File: config.mk
export PLATFORM = sky130hd
export DESIGN_NAME = multicycle_control_flat
export DESIGN_NICKNAME = d
export VERILOG_FILES = /design/src/rtl/multicycle_control_if.sv /design/src/rtl/multicycle_control.sv /design/src/flat_wrapper.sv
export SDC_FILE = /design/constraint.sdc
export NUM_CORES = 1
export LEC_CHECK = 0
export ABC_CLOCK_PERIOD_IN_PS = 1800
export CORE_MARGIN = 3
export CORE_UTILIZATION = 43
export CTS_BUF_LIST = sky130_fd_sc_hd__clkbuf_8 sky130_fd_sc_hd__clkbuf_16
export CTS_CLUSTER_SIZE = 12
export DETAILED_ROUTE_END_ITERATION = 10
export PLACE_DENSITY = 0.82
export SLEW_MARGIN = 10
export SYNTH_ARGS = -nofsm -noshare
export SYNTH_HDL_FRONTEND = slang
export SYNTH_SLANG_ARGS = --single-unit
export TNS_END_PERCENT = 30
File: constraint.sdc
create_clock -name clk -period 1.8 [get_ports clk]
set_input_delay 0.36 -clock clk [delete_from_list [all_inputs] [get_ports clk]]
set_output_delay 0.36 -clock clk [all_outputs]
set_load 0.02 [all_outputs]
File: src/rtl/multicycle_control_if.sv
// Control bundle between the multicycle control FSM and the datapath/memory.
// master = control unit side, slave = datapath/memory side.
interface multicycle_control_if;
  logic [5:0] opcode;
  logic       beq_flag;
  logic       mem_ready;
  logic       mem_req;
  logic       mem_we;
  logic       iord;
  logic       ir_write;
  logic       pc_write;
  logic [1:0] pc_src;
  logic       alu_src_a;
  logic [1:0] alu_src_b;
  logic [3:0] alu_sel;
  logic       reg_write;
  logic       reg_dst;
  logic       mem_to_reg;
  logic       halted;
  logic [3:0] state_out;

  modport master (
    input  opcode, beq_flag, mem_ready,
    output mem_req, mem_we, iord, ir_write, pc_write, pc_src,
           alu_src_a, alu_src_b, alu_sel, reg_write, reg_dst,
           mem_to_reg, halted, state_out
  );

  modport slave (
    output opcode, beq_flag, mem_ready,
    input  mem_req, mem_we, iord, ir_write, pc_write, pc_src,
           alu_src_a, alu_src_b, alu_sel, reg_write, reg_dst,
           mem_to_reg, halted, state_out
  );
endinterface

File: src/rtl/multicycle_control.sv
// Multicycle CPU control FSM: sequences fetch/decode/execute/memory/writeback
// and drives datapath enables, ALU op select and the shared memory handshake.
module multicycle_control (
  input  logic                 clk,
  input  logic                 rst_n,
  multicycle_control_if.master bus
);

  typedef enum logic [3:0] {
    FETCH    = 4'd0,
    DECODE   = 4'd1,
    EXEC_R   = 4'd2,
    EXEC_I   = 4'd3,
    ALU_WB   = 4'd4,
    MEM_ADDR = 4'd5,
    MEM_RD   = 4'd6,
    MEM_WB   = 4'd7,
    MEM_WR   = 4'd8,
    BRANCH   = 4'd9,
    JUMP     = 4'd10,
    HALT     = 4'd15
  } state_t;

  state_t state, next_state;
  logic   run;
  logic   r_legal, i_legal;

  // run is cleared asynchronously by reset and set on the first edge after
  // release, so outputs stay low until then and a reset mid-request drops
  // mem_req immediately without waiting for a clock.
  always_ff @(posedge clk or negedge rst_n) begin
    if (!rst_n) begin
      state <= FETCH;
      run   <= 1'b0;
    end else begin
      state <= next_state;
      run   <= 1'b1;
    end
  end

  always_comb begin
    r_legal = bus.opcode[3:0] inside {4'h0, 4'h1, 4'h2, 4'h3, 4'h4, 4'h5, 4'h7};
    i_legal = bus.opcode[3:0] inside {4'h2, 4'h3, 4'h4, 4'h5, 4'h7, 4'h9, 4'hA};
  end

  always_comb begin
    next_state     = state;
    bus.mem_req    = 1'b0;
    bus.mem_we     = 1'b0;
    bus.iord       = 1'b0;
    bus.ir_write   = 1'b0;
    bus.pc_write   = 1'b0;
    bus.pc_src     = 2'b00;
    bus.alu_src_a  = 1'b0;
    bus.alu_src_b  = 2'b00;
    bus.alu_sel    = 4'b0000;
    bus.reg_write  = 1'b0;
    bus.reg_dst    = 1'b0;
    bus.mem_to_reg = 1'b0;
    bus.halted     = 1'b0;
    bus.state_out  = state;

    case (state)
      FETCH: begin
        bus.mem_req   = 1'b1;
        bus.alu_src_b = 2'b01;
        bus.alu_sel   = 4'b0010;
        if (bus.mem_ready) begin
          bus.ir_write = 1'b1;
          bus.pc_write = 1'b1;
          next_state   = DECODE;
        end
      end
      DECODE: begin
        bus.alu_src_b = 2'b11;
        bus.alu_sel   = 4'b0010;
        case (bus.opcode[5:4])
          2'b00:   next_state = r_legal ? EXEC_R : HALT;
          2'b01:   next_state = i_legal ? EXEC_I : HALT;
          2'b10:   next_state = (bus.opcode[3:1] == 3'b000) ? MEM_ADDR : HALT;
          default: begin
            if (bus.opcode[3:0] == 4'h0)      next_state = BRANCH;
            else if (bus.opcode[3:0] == 4'h1) next_state = JUMP;
            else                              next_state = HALT;
          end
        endcase
      end
      EXEC_R: begin
        bus.alu_src_a = 1'b1;
        bus.alu_sel   = bus.opcode[3:0];
        next_state    = ALU_WB;
      end
      EXEC_I: begin
        bus.alu_src_a = 1'b1;
        bus.alu_src_b = 2'b10;
        bus.alu_sel   = bus.opcode[3:0];
        next_state    = ALU_WB;
      end
      ALU_WB: begin
        bus.reg_write = 1'b1;
        bus.reg_dst   = ~bus.opcode[4];
        next_state    = FETCH;
      end
      MEM_ADDR: begin
        bus.alu_src_a = 1'b1;
        bus.alu_src_b = 2'b10;
        bus.alu_sel   = 4'b0010;
        next_state    = bus.opcode[0] ? MEM_WR : MEM_RD;
      end
      MEM_RD: begin
        bus.mem_req = 1'b1;
        bus.iord    = 1'b1;
        if (bus.mem_ready) next_state = MEM_WB;
      end
      MEM_WB: begin
        bus.reg_write  = 1'b1;
        bus.mem_to_reg = 1'b1;
        next_state     = FETCH;
      end
      MEM_WR: begin
        bus.mem_req = 1'b1;
        bus.mem_we  = 1'b1;
        bus.iord    = 1'b1;
        if (bus.mem_ready) next_state = FETCH;
      end
      BRANCH: begin
        bus.alu_src_a = 1'b1;
        bus.alu_sel   = 4'b0011;
        bus.pc_write  = bus.beq_flag;
        bus.pc_src    = 2'b01;
        next_state    = FETCH;
      end
      JUMP: begin
        bus.pc_write = 1'b1;
        bus.pc_src   = 2'b10;
        next_state   = FETCH;
      end
      HALT: begin
        bus.halted = 1'b1;
      end
      default: next_state = HALT;
    endcase

    if (!run) begin
      next_state     = FETCH;
      bus.mem_req    = 1'b0;
      bus.mem_we     = 1'b0;
      bus.iord       = 1'b0;
      bus.ir_write   = 1'b0;
      bus.pc_write   = 1'b0;
      bus.pc_src     = 2'b00;
      bus.alu_src_a  = 1'b0;
      bus.alu_src_b  = 2'b00;
      bus.alu_sel    = 4'b0000;
      bus.reg_write  = 1'b0;
      bus.reg_dst    = 1'b0;
      bus.mem_to_reg = 1'b0;
      bus.halted     = 1'b0;
      bus.state_out  = 4'd0;
    end
  end

endmodule

File: src/flat_wrapper.sv
// flat-port wrapper written by rule: the top's interface ports become plain ports
module multicycle_control_flat 
  (clk, rst_n, bus_opcode, bus_beq_flag, bus_mem_ready, bus_mem_req, bus_mem_we, bus_iord, bus_ir_write, bus_pc_write, bus_pc_src, bus_alu_src_a, bus_alu_src_b, bus_alu_sel, bus_reg_write, bus_reg_dst, bus_mem_to_reg, bus_halted, bus_state_out);
  multicycle_control_if bus_i ();
  input  logic clk;
  input  logic rst_n;
  input wire logic [$bits(bus_i.opcode)-1:0] bus_opcode;
  input wire logic [$bits(bus_i.beq_flag)-1:0] bus_beq_flag;
  input wire logic [$bits(bus_i.mem_ready)-1:0] bus_mem_ready;
  output wire logic [$bits(bus_i.mem_req)-1:0] bus_mem_req;
  output wire logic [$bits(bus_i.mem_we)-1:0] bus_mem_we;
  output wire logic [$bits(bus_i.iord)-1:0] bus_iord;
  output wire logic [$bits(bus_i.ir_write)-1:0] bus_ir_write;
  output wire logic [$bits(bus_i.pc_write)-1:0] bus_pc_write;
  output wire logic [$bits(bus_i.pc_src)-1:0] bus_pc_src;
  output wire logic [$bits(bus_i.alu_src_a)-1:0] bus_alu_src_a;
  output wire logic [$bits(bus_i.alu_src_b)-1:0] bus_alu_src_b;
  output wire logic [$bits(bus_i.alu_sel)-1:0] bus_alu_sel;
  output wire logic [$bits(bus_i.reg_write)-1:0] bus_reg_write;
  output wire logic [$bits(bus_i.reg_dst)-1:0] bus_reg_dst;
  output wire logic [$bits(bus_i.mem_to_reg)-1:0] bus_mem_to_reg;
  output wire logic [$bits(bus_i.halted)-1:0] bus_halted;
  output wire logic [$bits(bus_i.state_out)-1:0] bus_state_out;
  assign bus_i.opcode = bus_opcode;
  assign bus_i.beq_flag = bus_beq_flag;
  assign bus_i.mem_ready = bus_mem_ready;
  assign bus_mem_req = bus_i.mem_req;
  assign bus_mem_we = bus_i.mem_we;
  assign bus_iord = bus_i.iord;
  assign bus_ir_write = bus_i.ir_write;
  assign bus_pc_write = bus_i.pc_write;
  assign bus_pc_src = bus_i.pc_src;
  assign bus_alu_src_a = bus_i.alu_src_a;
  assign bus_alu_src_b = bus_i.alu_src_b;
  assign bus_alu_sel = bus_i.alu_sel;
  assign bus_reg_write = bus_i.reg_write;
  assign bus_reg_dst = bus_i.reg_dst;
  assign bus_mem_to_reg = bus_i.mem_to_reg;
  assign bus_halted = bus_i.halted;
  assign bus_state_out = bus_i.state_out;
  multicycle_control u_core (.clk(clk), .rst_n(rst_n), .bus(bus_i));
endmodule
==> impl_results.md, run 1 <==
- Run status: aborted with a tool error
- Last stage reached: 5_1_grt
- Err: [ERROR GRT-0232] Routing congestion too high. Check the congestion heatmap in the GUI.
- GP Congestion: 0.8025
- Vert. Die Dim: 49.02 um
- Synth Area in Compound Gates: 24.84%
- Port Buf Inserts: 31
- Initial Util: 48.85%
- Total GRT Usage: 58.76%
- Clk sinks: 5
- Num CTS Buffers: 3
- Post-synth EDFFs: 0
- Async set-reset flop share out of synthesis: 100.0%
- Chip Width: 49.02 um
- Mux contribution to synthesized area: 0%
- Worst endpoint pin kind: output port
- Cell Rows: 14
- GRT worst endpoint: bus_alu_src_a
- Dpl hpwl: 2255 um
- CTS H-tree lvls: 1
- Sequential share of the synthesized area: 15.72%
- Root Buffer: clkbuf_8
- Main synth FF type: dfrtp_1
- Synth top area share: 15.72%
- Synth area leaders: dfrtp_1 (16%), nor2b_1 (7.9%), ha_1 (6.3%), o21ai_0 (6.3%), and3_1 (5.5%)
- Pin count of the biggest net entering global routing: 13
- Mapped Area: 795.8 um^2
- Syn Area/Cell: 6.744 um^2
- GR Overflow Total: 15
- Cells after synthesis: 118
- Synth unique cells: 34
- Xor-xnor portion of the synthesized cell area: 0%
- Warnings from Yosys: 0
- Clk buf depth: 2
- Simple-Gate Fraction of Synth Area: 42.45%
- Synth Area in Adders: 6.289%
- Io pins: 32
- Post-Syn Nets: 132
- Combinational family with the most area after synthesis: simple AND/OR/NAND/NOR gates
- Cell taking the most area after synthesis: dfrtp_1
- Synthesized flop and latch total: 5
timing repair:
item	in CTS
endpoints found under the hold margin	0
resized for setup	100
buffers inserted	10
pin swaps	2
endpoints found under the setup margin	25
hold buffers	0
per-layer routing:
metal / GRT overflow / track usage [%]
met5: 0 / 2.381
met4: 6 / 63.51
met3: 0 / 38.84
met2: 9 / 76.70
met1: 0 / 58.67
logic make-up after synthesis:
logic type      Yosys count
fa+ha+maj                 4
buf+inv                  16
simple gates             59
compound gates           33
flops                     5
other cells               1
synthesized netlist by cell type (all sizes together) (2+ instances only):
cell type and number:
nor4 5, nor3b 3, and3 7, clkbuf 2
inv 7, nand3 2, nor3 4, buf 7
a31oi 5, nor2b 10, nand2b 2, ha 4
nor2 11, a21oi 8, dfrtp 5, o21ai 11
and2 4, nand2 9, a22oi 2
through the flow:
step	setup WS [ps]	std cells	instance area, um^2
4_1_cts	-108.9	216	1481
3_5_place_dp	-510.3	202	1378
3_3_place_gp	-505.7	202	1378
2_1_floorplan	-40.74	118	807.0
==> run 2: changes to the inputs <==
CORE_AREA = 3 3 64 66   (was unset)
CORE_MARGIN = unset   (was 3)
CORE_UTILIZATION = unset   (was 43)
CTS_BUF_LIST = unset   (was sky130_fd_sc_hd__clkbuf_8 sky130_fd_sc_hd__clkbuf_16)
CTS_CLUSTER_SIZE = unset   (was 12)
DIE_AREA = 0 0 67 69   (was unset)
PLACE_DENSITY = unset   (was 0.82)
PLACE_DENSITY_LB_ADDON = 0.15   (was unset)
==> run 2 against run 1 <==
- the flow now finishes, with violations (negative setup slack)
- area after synthesis unchanged
- synthesized cell count unchanged
==> impl_results.md, run 2 <==
- Run status: finished, violations left
- Failing checks: negative setup slack
- Cell taking the most area after synthesis: dfrtp_1
- Ant diodes: 0
- Warnings from Yosys: 0 (unchanged)
- Clk buf depth: 2 (unchanged)
- Antenna violations before repair: 0
- Die ar.: 4623 um^2
- Worst skew pair latency: 220 ps
- Most common cell in the netlist: nor2_1
- CP peak stage delay: 430 ps
- Clk pin slew, worst setup/hold paths: 30 ps
- Lkg Pwr: 0.8155 nW
- Vias after detailed routing: 1122
- Port Buf Inserts: 31 (unchanged)
- Pin count of the biggest net entering global routing: 13
- Io pins: 32 (unchanged)
- Async set-reset flop share out of synthesis: 100.0% (unchanged)
- Synth area leaders: dfrtp_1 (16%), nor2b_1 (7.9%), ha_1 (6.3%), o21ai_0 (6.3%), and3_1 (5.5%)
- Num CTS Buffers: 3 (unchanged)
- Dpl hpwl: 2304 um (+2.2%)
- Startpoint Class: flip-flop
- Reg with most FFs: u_core.state
- Final core utilization: 46.42%
- GR Overflow Total: 0
- Path type of the worst setup path: reg2out
- WP data required: 1440 ps
- Max Fclk: 523.5 MHz
- Clk sinks: 5 (unchanged)
- Metal3 WL: 151 um
- Final Cycle Share: 106.1%
- Worst path cell trace: buf_12 -> buf_6 -> buf_6 -> a21oi_2 -> nor2_1 -> a31oi_1 -> nor2b_1 -> buf_4
- Mapped Area: 795.8 um^2 (unchanged)
- CP Capture Type: output port
- GP Congestion: 0.8912 (+11%)
- Cells after synthesis: 118 (unchanged)
- Top Family by Delay on Critical Path: buffers and inverters
- Post-Syn Nets: 132 (unchanged)
- Final worst setup slack: -110.4 ps
- CP arrival: 1550 ps
- Initial Util: 21.90% (-27 points)
- Most frequent CP cell: buf_6
- Synth top area share: 15.72% (unchanged)
- RSZ-0062 raised after global routing: true
- Chip Width: 67 um (+37%)
- Final Hold Viols: 0
- Worst VDD drop: 0.3298 mV
- Pre-antenna DRT Iters: 4
- Number of global-route vias before repair: 1089
- DR vias/cell: 4.617
- Period minus WS final: 1910 ps
- Cts hold-fix bufs: 0 (unchanged)
- CTS tree: yes
- Area grow syn2layout: 112.0%
- Slowest-stage cell, CP: dfrtp_2
- Routed WL per cell: 11.93 um
- CTS H-tree lvls: 1 (unchanged)
- Min-delay worst type: in2async
- CP Buf/Inv Count: 4
- PD cells: 600.1 nW/um^2
- DR DRC count: 0
- Drt total wl: 2898 um
- Commonest cells post-synth: nor2_1 (11), nor2b_1 (10), o21ai_0 (10), nand2_1 (9), a21oi_1 (8)
- Final hold slack: 358.8 ps
- Vert. Die Dim: 69 um (+41%)
- First-pass GRT wire length: 4761 um
- Syn Area/Cell: 6.744 um^2 (unchanged)
- Post-synth EDFFs: 0 (unchanged)
- Placed inst area: 1415 um^2 (+2.7%)
- Main synth FF type: dfrtp_1
- Synthesized flop and latch total: 5 (unchanged)
- Top routing layer in use: met4
- CP Max Fanout: 4
- Metal2 WL: 1547 um
- Cell Rows: 22 (+8)
- Biggest regs: u_core.state: 4 flops, u_core.run: 1 flops
- Final instance area: 1687 um^2
- Largest register FFs: 4
- Post-route ant nets: 0
- Commonest non-fill, non-tap cell in the layout: buf_4
- Finish-stage setup viols: 12
- R2R Setup Slk: 110 ps
- Core area: 3633 um^2
- Met1 Wirelength: 1186 um
- Pins Over Slew Limit: 0
- Final #Nets: 210
- Sequential share of the synthesized area: 15.72% (unchanged)
- Filler cells: 383
- Synth unique cells: 34 (unchanged)
- Commonest cells after routing, fill and taps aside: buf_4 (54), nand2_1 (9), buf_6 (9)
- DR iter-0 viols: 17
- Root Buffer: clkbuf_8
- Ratio of cells with drive above 1 in the final layout: 55.38%
- Fin Clk Skew: 0.5781 ps
- Total GRT Usage: 12.70%
- Max-Cap Viols: 0
-- run 2: cell counts after synthesis --
Identical to the previous run, type by type.
-- run 2: repair_timing --
item / in CTS / in global routing
setup buffers: 7 / 5
pin swaps: 0 / 11
setup endpoints to repair: 25 / 21
resized for setup: 85 / 48
hold endpoints to repair: 0 / 0
-- run 2: layout make-up --
type | instances | area (um^2) | share of cell area, %
multi-input combinational | 97 | 734.5 | 43.55
sequential | 5 | 131.4 | 7.789
clock buffer | 4 | 45.04 | 2.671
tap | 48 | 60.06 | 3.561
inverter | 7 | 26.28 | 1.558
timing repair buffer | 82 | 689.4 | 40.88
-- run 2: kinds of logic after synthesis --
kind of cell             after synthesis  synth area share [%]
AO/OA/AOI/OAI                         33                 24.84
adder cells (fa/ha/maj)                4                 6.290
buffers and inverters                 16                 10.22
flip-flops                             5                 15.72
other                                  1                0.4712
AND/OR/NAND/NOR                       59                 42.45
-- run 2: final timing paths --
check,depth (start not counted),startpoint,to
worst max-delay path,8,u_core.state[3],bus_alu_src_a
worst min register to register,3,u_core.state[2],u_core.state[0]
worst min-delay path,1,rst_n,u_core.state[1]
min in group clk,5,bus_mem_ready,u_core.state[3]
worst max register to register,7,u_core.state[2],u_core.state[0]
max in group asynchronous,1,rst_n,u_core.state[2]
-- run 2: report_power, final --
group          switching, W  internal, W  total (W)
clock network     0.0000501     0.000152   0.000202
logic              0.000301     0.000343   0.000644
registers         0.0000366     0.000130   0.000166
total              0.000388     0.000625    0.00101
-- run 2: per-layer routing --
layer	up-vias	track usage [%]
met5	-	0
met4	0	2.477
met3	2	3.257
met2	26	22.82
met1	520	14.76
li1	574	-
-- run 2: metrics by stage --
stage	cells	TNS, ps	setup slack [ps]	total power [W]
final	243	-352.8	-110.4	0.001012
after global routing	243	-1231	-158.3	0.001097
after CTS	238	-303.1	-96.74	0.0009198
after detailed placement	227	-5850	-528.5	0.0006914
after global placement	227	-5659	-517.9	0.0006873
after floorplan	118	-40.74	-40.74	0.0004335
Note: power is estimated with default switching activity, not from simulation.
==> run 3: changes to the inputs <==
GPL_TIMING_DRIVEN = 1   (was unset)
==> results of run 3 <==
Same layout as run 2: the final DEF is identical, and so are final timing and power.
